$ cat config.mk
export PLATFORM = sky130hd
export DESIGN_NAME = fetch_responder
export DESIGN_NICKNAME = d
export VERILOG_FILES = /design/src/rtl/C.sv /design/src/rtl/fetch_rsp_fifo.sv /design/src/rtl/fetch_responder.sv
export SDC_FILE = /design/constraint.sdc
export NUM_CORES = 1
export LEC_CHECK = 0
export ABC_AREA = 1
export CORE_MARGIN = 8
export CORE_UTILIZATION = 30
export CTS_CLUSTER_DIAMETER = 80
export DETAILED_ROUTE_END_ITERATION = 6
export GPL_ROUTABILITY_DRIVEN = 1
export SYNTH_ARGS = -nofsm -noshare
export SYNTH_HDL_FRONTEND = slang
export SYNTH_HIERARCHICAL = 1
export SYNTH_SLANG_ARGS = --single-unit
$ cat constraint.sdc
create_clock -name clk -period 3.2 [get_ports clk]
set_input_delay 0.48 -clock clk [delete_from_list [all_inputs] [get_ports clk]]
set_output_delay 0.48 -clock clk [all_outputs]
set_load 0.005 [all_outputs]
$ cat src/rtl/C.sv
// Shared core configuration: architectural width and instruction-memory defaults
// used as parameter defaults by the fetch responder.
package C;
  localparam int              XLEN            = 32;
  localparam int              FETCH_RSP_DEPTH = 4;
  localparam logic [XLEN-1:0] IMEM_BASE       = 32'h8000_0000;
  localparam int              IMEM_WORDS      = 16384;
endpackage

$ cat src/rtl/fetch_rsp_fifo.sv
// Parameterised synchronous FIFO with combinational head read and wrap-bit
// pointers so full and empty are distinguishable for any DEPTH.
module fetch_rsp_fifo #(
  parameter int WIDTH = 32,
  parameter int DEPTH = 4
) (
  input  logic             clk,
  input  logic             rst,
  input  logic             push,
  input  logic [WIDTH-1:0] push_data,
  input  logic             pop,
  output logic [WIDTH-1:0] pop_data,
  output logic             full,
  output logic             empty
);
  localparam int PW = (DEPTH > 1) ? $clog2(DEPTH) : 1;
  localparam logic [PW-1:0] LAST = PW'(DEPTH - 1);

  logic [WIDTH-1:0] mem_q [DEPTH];
  logic [PW-1:0]    wr_idx_q, wr_idx_d, rd_idx_q, rd_idx_d;
  logic             wr_wrap_q, wr_wrap_d, rd_wrap_q, rd_wrap_d;

  assign empty    = (wr_idx_q == rd_idx_q) && (wr_wrap_q == rd_wrap_q);
  assign full     = (wr_idx_q == rd_idx_q) && (wr_wrap_q != rd_wrap_q);
  assign pop_data = mem_q[rd_idx_q];

  always_comb begin
    wr_idx_d  = wr_idx_q;
    wr_wrap_d = wr_wrap_q;
    rd_idx_d  = rd_idx_q;
    rd_wrap_d = rd_wrap_q;
    if (push) begin
      if (wr_idx_q == LAST) begin
        wr_idx_d  = '0;
        wr_wrap_d = ~wr_wrap_q;
      end else begin
        wr_idx_d = wr_idx_q + 1'b1;
      end
    end
    if (pop) begin
      if (rd_idx_q == LAST) begin
        rd_idx_d  = '0;
        rd_wrap_d = ~rd_wrap_q;
      end else begin
        rd_idx_d = rd_idx_q + 1'b1;
      end
    end
  end

  always_ff @(posedge clk or posedge rst) begin
    if (rst) begin
      wr_idx_q  <= '0;
      wr_wrap_q <= 1'b0;
      rd_idx_q  <= '0;
      rd_wrap_q <= 1'b0;
    end else begin
      wr_idx_q  <= wr_idx_d;
      wr_wrap_q <= wr_wrap_d;
      rd_idx_q  <= rd_idx_d;
      rd_wrap_q <= rd_wrap_d;
    end
  end

  // Storage carries no reset; validity is tracked entirely by the pointers.
  always_ff @(posedge clk) begin
    if (push) mem_q[wr_idx_q] <= push_data;
  end

  assert property (@(posedge clk) disable iff (rst) !(push && full && !pop));
  assert property (@(posedge clk) disable iff (rst) !(pop && empty));
endmodule

$ cat src/rtl/fetch_responder.sv
// Instruction fetch responder: credit-limited, in-order return of 32-bit words
// from a synchronous memory. Optional LFSR back-pressure: FETCH_RSP_STALL_EN.
module fetch_responder
  import C::*;
#(
  parameter int              DEPTH     = FETCH_RSP_DEPTH,
  parameter logic [XLEN-1:0] MEM_BASE  = IMEM_BASE,
  parameter int              MEM_WORDS = IMEM_WORDS,
  localparam int             IDXW      = $clog2(MEM_WORDS)
) (
  input  logic            clk,
  input  logic            rst,
  input  logic            fetch_addr_valid,
  output logic            fetch_addr_ready,
  input  logic [XLEN-1:0] fetch_addr,
  output logic            fetch_data_valid,
  output logic [31:0]     fetch_data,
  input  logic            fetch_data_ready,
  output logic            mem_req_o,
  output logic [IDXW-1:0] mem_idx_o,
  input  logic [31:0]     mem_rdata_i
);
  localparam int            CW        = $clog2(DEPTH + 1);
  localparam logic [XLEN:0] MEM_BYTES = (XLEN + 1)'(MEM_WORDS) << 2;

  logic [CW-1:0]   cnt_q, cnt_d;
  logic            pend_vld_q, pend_vld_d;
  logic            pend_oob_q, pend_oob_d;
  logic            stall_addr, stall_data;
  logic            addr_fire, data_fire, in_range;
  logic [XLEN-1:0] offset;
  logic [31:0]     push_data, head_data;
  logic            fifo_full, fifo_empty;

`ifdef FETCH_RSP_STALL_EN
  logic [15:0] lfsr_q, lfsr_d;

  // Fibonacci taps 16,14,13,11 shifting toward the MSB.
  always_comb lfsr_d = {lfsr_q[14:0], lfsr_q[15] ^ lfsr_q[13] ^ lfsr_q[12] ^ lfsr_q[10]};

  always_ff @(posedge clk or posedge rst) begin
    if (rst) lfsr_q <= 16'hACE1;
    else     lfsr_q <= lfsr_d;
  end

  assign stall_addr = lfsr_q[0];
  assign stall_data = lfsr_q[1];
`else
  assign stall_addr = 1'b0;
  assign stall_data = 1'b0;
`endif

  assign fetch_addr_ready = !rst && (cnt_q < CW'(DEPTH)) && !stall_addr;
  assign addr_fire        = fetch_addr_valid && fetch_addr_ready;

  // Offset compare avoids overflow when the window sits near the top of the space.
  assign offset   = fetch_addr - MEM_BASE;
  assign in_range = (fetch_addr >= MEM_BASE) && ({1'b0, offset} < MEM_BYTES);

  assign mem_req_o = addr_fire && in_range;
  assign mem_idx_o = mem_req_o ? offset[IDXW+1:2] : '0;

  assign fetch_data_valid = !rst && !fifo_empty && !stall_data;
  assign fetch_data       = rst ? 32'h0 : head_data;
  assign data_fire        = fetch_data_valid && fetch_data_ready;

  assign push_data = pend_oob_q ? 32'h0000_0000 : mem_rdata_i;

  always_comb begin
    pend_vld_d = addr_fire;
    pend_oob_d = addr_fire && !in_range;
    cnt_d      = cnt_q;
    if (addr_fire && !data_fire)      cnt_d = cnt_q + 1'b1;
    else if (!addr_fire && data_fire) cnt_d = cnt_q - 1'b1;
  end

  always_ff @(posedge clk or posedge rst) begin
    if (rst) begin
      cnt_q      <= '0;
      pend_vld_q <= 1'b0;
      pend_oob_q <= 1'b0;
    end else begin
      cnt_q      <= cnt_d;
      pend_vld_q <= pend_vld_d;
      pend_oob_q <= pend_oob_d;
    end
  end

  fetch_rsp_fifo #(
    .WIDTH(32),
    .DEPTH(DEPTH)
  ) u_fifo (
    .clk      (clk),
    .rst      (rst),
    .push     (pend_vld_q),
    .push_data(push_data),
    .pop      (data_fire),
    .pop_data (head_data),
    .full     (fifo_full),
    .empty    (fifo_empty)
  );

  assert property (@(posedge clk) disable iff (rst) cnt_q <= CW'(DEPTH));
  assert property (@(posedge clk) disable iff (rst) !(fifo_full && pend_vld_q && !data_fire));
endmodule

==> flow_metrics.tcl <==
set metrics [dict create \
    post_cts_buffers 0 \
    clk_latency_ns 0.42 \
    critPathMaxFanout 13 \
    firstDrtPassIters 4 \
    r2r_cells 13 \
    reg2reg_slack_ns 0.78 \
    drc_errors 0 \
    max_freq_mhz 357 \
    grt_pass1_wl_um 22900 \
    grt.total_usage_pct 11.1 \
    syn_inst 690 \
    htreeDepth 4 \
    total_power_mw 6.43 \
    cts_tree "built" \
    ys_warn_count 6 \
    io_pins 117 \
    final_nets 877 \
    synth_nets 765 \
    port_buffers 114 \
    syn_area_per_cell_um2 9.59 \
    place_area_um2 7970 \
    worstSetupPathType "reg -> out" \
    drv_slew 0 \
    place_inst 1063 \
    finalSetupViolCount 0 \
    die_h_um 164 \
    routed_via_density 4.13 \
    coreArea_um2 21800 \
    grt_pass1_vias 4452 \
    worst_path_most_repeated_cell "nand2_1" \
    cp.arrival_ns 2.32 \
    critPathTopFamily "buffers and inverters" \
    rsz0062_at_grt "false" \
    cp-start-kind "register" \
    cts-buffers-inserted 17 \
    layout-drive-gt1-share_pct 7.73 \
    vdd_drop_max_mv 0.395 \
    dp_hpwl_um 8990 \
    clock_sinks 139 \
    max_cap_violations 0 \
    p_leak_nw 3.74 \
    postCtsHoldBufs 0 \
    regArea_um2 4120 \
    routed_wl_um 14700 \
    fin_util_pct 39.5 \
    hold_path_class "in -> async" \
    fin_crit_sh_pct 87.6 \
    clk_path_buf_depth 2 \
    multi_input_area_um2 1810 \
    stdcell_area_um2 8600 \
    max_stage_delay_ns 0.56 \
    gp_congestion 0.670 \
    grt_overflow 0 \
    status "finished, final reports clean" \
    fillers 2172 \
    critPathSlowestCell "clkdlybuf4s50_1" \
    worstMarginPinSlew_ns 0.883 \
    start_util_pct 30.4 \
    cts_resized 0 \
    worstPathCellList "inv_2 -> buf_4 -> nand2_1 -> nand2_1 -> nand2_1 -> nand2_1 -> inv_1 -> nor2_1 -> clkdlybuf4s50_1" \
    dr_total_vias 4524 \
    fin_crit_ns 2.80 \
    r2r_start "u_fifo/rd_idx_q[1]$_DFFE_PP0P_" \
    grt_max_degree 100 \
    synth_area_um2 6610 \
    cp_data_required_time_ns 2.72 \
    powerDensity_nw_per_um2 748 \
    r2r_end "cnt_q[2]$_DFFE_PP0P_" \
    fin_skew_ns 0.00948 \
    final_cells 1095 \
    cp-end-kind "primary output" \
    clkTransAtPathRegs_ns 0.06 \
    rows 54 \
    postRouteAntennaNets 0 \
    antenna_found_initial 0 \
    wl_per_cell_um 13.4 \
    diodes 0 \
    crit_buf_inv 4 \
    cts_root_buffer "clkbuf_16" \
    die_x_um 164 \
    initialDrtViolationCount 275 \
    syn2layout_area_growth_pct 30.0 \
    tns_ns 0 \
    dieArea_um2 27100 \
    hold_viol_final 0 \
    maxSlewHeadroom_pct 41.1 \
]
where the power goes:
group | internal, mW | switching [mW]
logic | 0.851 | 1.23
clock network | 1.31 | 0.730
registers | 2.23 | 0.0857
total | 4.38 | 2.04
worst min-delay path: cells and delay by family:
family                 cells  cell delay (ns)
buffers and inverters      3             0.64
placed cells by master (no fill, tap or decap), types with 7 or more instances in the layout:
cell type        count
dfrtp_1              9
buf_4                7
nor2_1              81
nand3_1             33
inv_2                7
clkdlybuf4s50_1    113
nand2_1            218
edfxtp_1           128
or2_1               26
nor2_4              10
inv_1              119
clkbuf_16           17
worst max-delay path by stage:
| stage | start | end | cells past startpoint |
|---|---|---|---|
| 6_report | u_fifo/rd_idx_q[0]$_DFFE_PP0P_ | fetch_data[20] | 9 |
| 3_5_place_dp | fetch_addr[31] | mem_idx_o[3] | 8 |
| 4_1_cts | u_fifo/rd_idx_q[0]$_DFFE_PP0P_ | fetch_data[20] | 9 |
| 2_1_floorplan | u_fifo/rd_idx_q[0]$_DFFE_PP0P_ | cnt_q[1]$_DFFE_PP0P_ | 13 |
| 3_3_place_gp | fetch_addr[20] | mem_idx_o[1] | 7 |
| 5_1_grt | u_fifo/rd_idx_q[0]$_DFFE_PP0P_ | fetch_data[20] | 9 |
through the flow:
step,hold WS (ns),worst slack [ns]
finish,0.346,0.396
CTS,0.367,0.341
floorplan,0.271,1.30
global route,0.397,0.239
global placement,0.479,0.462
detailed placement,0.485,0.436
flip-flops by register name, summed over array words and instances (netlist names):
signal	cells
u_fifo/wr_idx_q	2
u_fifo/wr_wrap_q	1
pend_vld_q	1
pend_oob_q	1
cnt_q	3
u_fifo/rd_idx_q	2
u_fifo/rd_wrap_q	1
u_fifo/mem_q	128
layer usage:
layer / global-route usage, % / vias up / part of all wire [%]
met5: 0 / - / 0
met3: 2.87 / 21 / 6.8
met4: 4.67 / 0 / 1.7
met2: 18.7 / 136 / 47
met1: 13.3 / 2039 / 44
li1: - / 2328 / -
cell type report:
class                      instances  area share [%]
inverter                         127            5.56
multi-input combinational        395            21.1
clock inverter                    14            2.26
tap                              280            4.08
timing repair buffer             122            14.1
clock buffer                      18            4.99
sequential                       139            47.9
No activity file was read; power rests on OpenSTA's default activity.
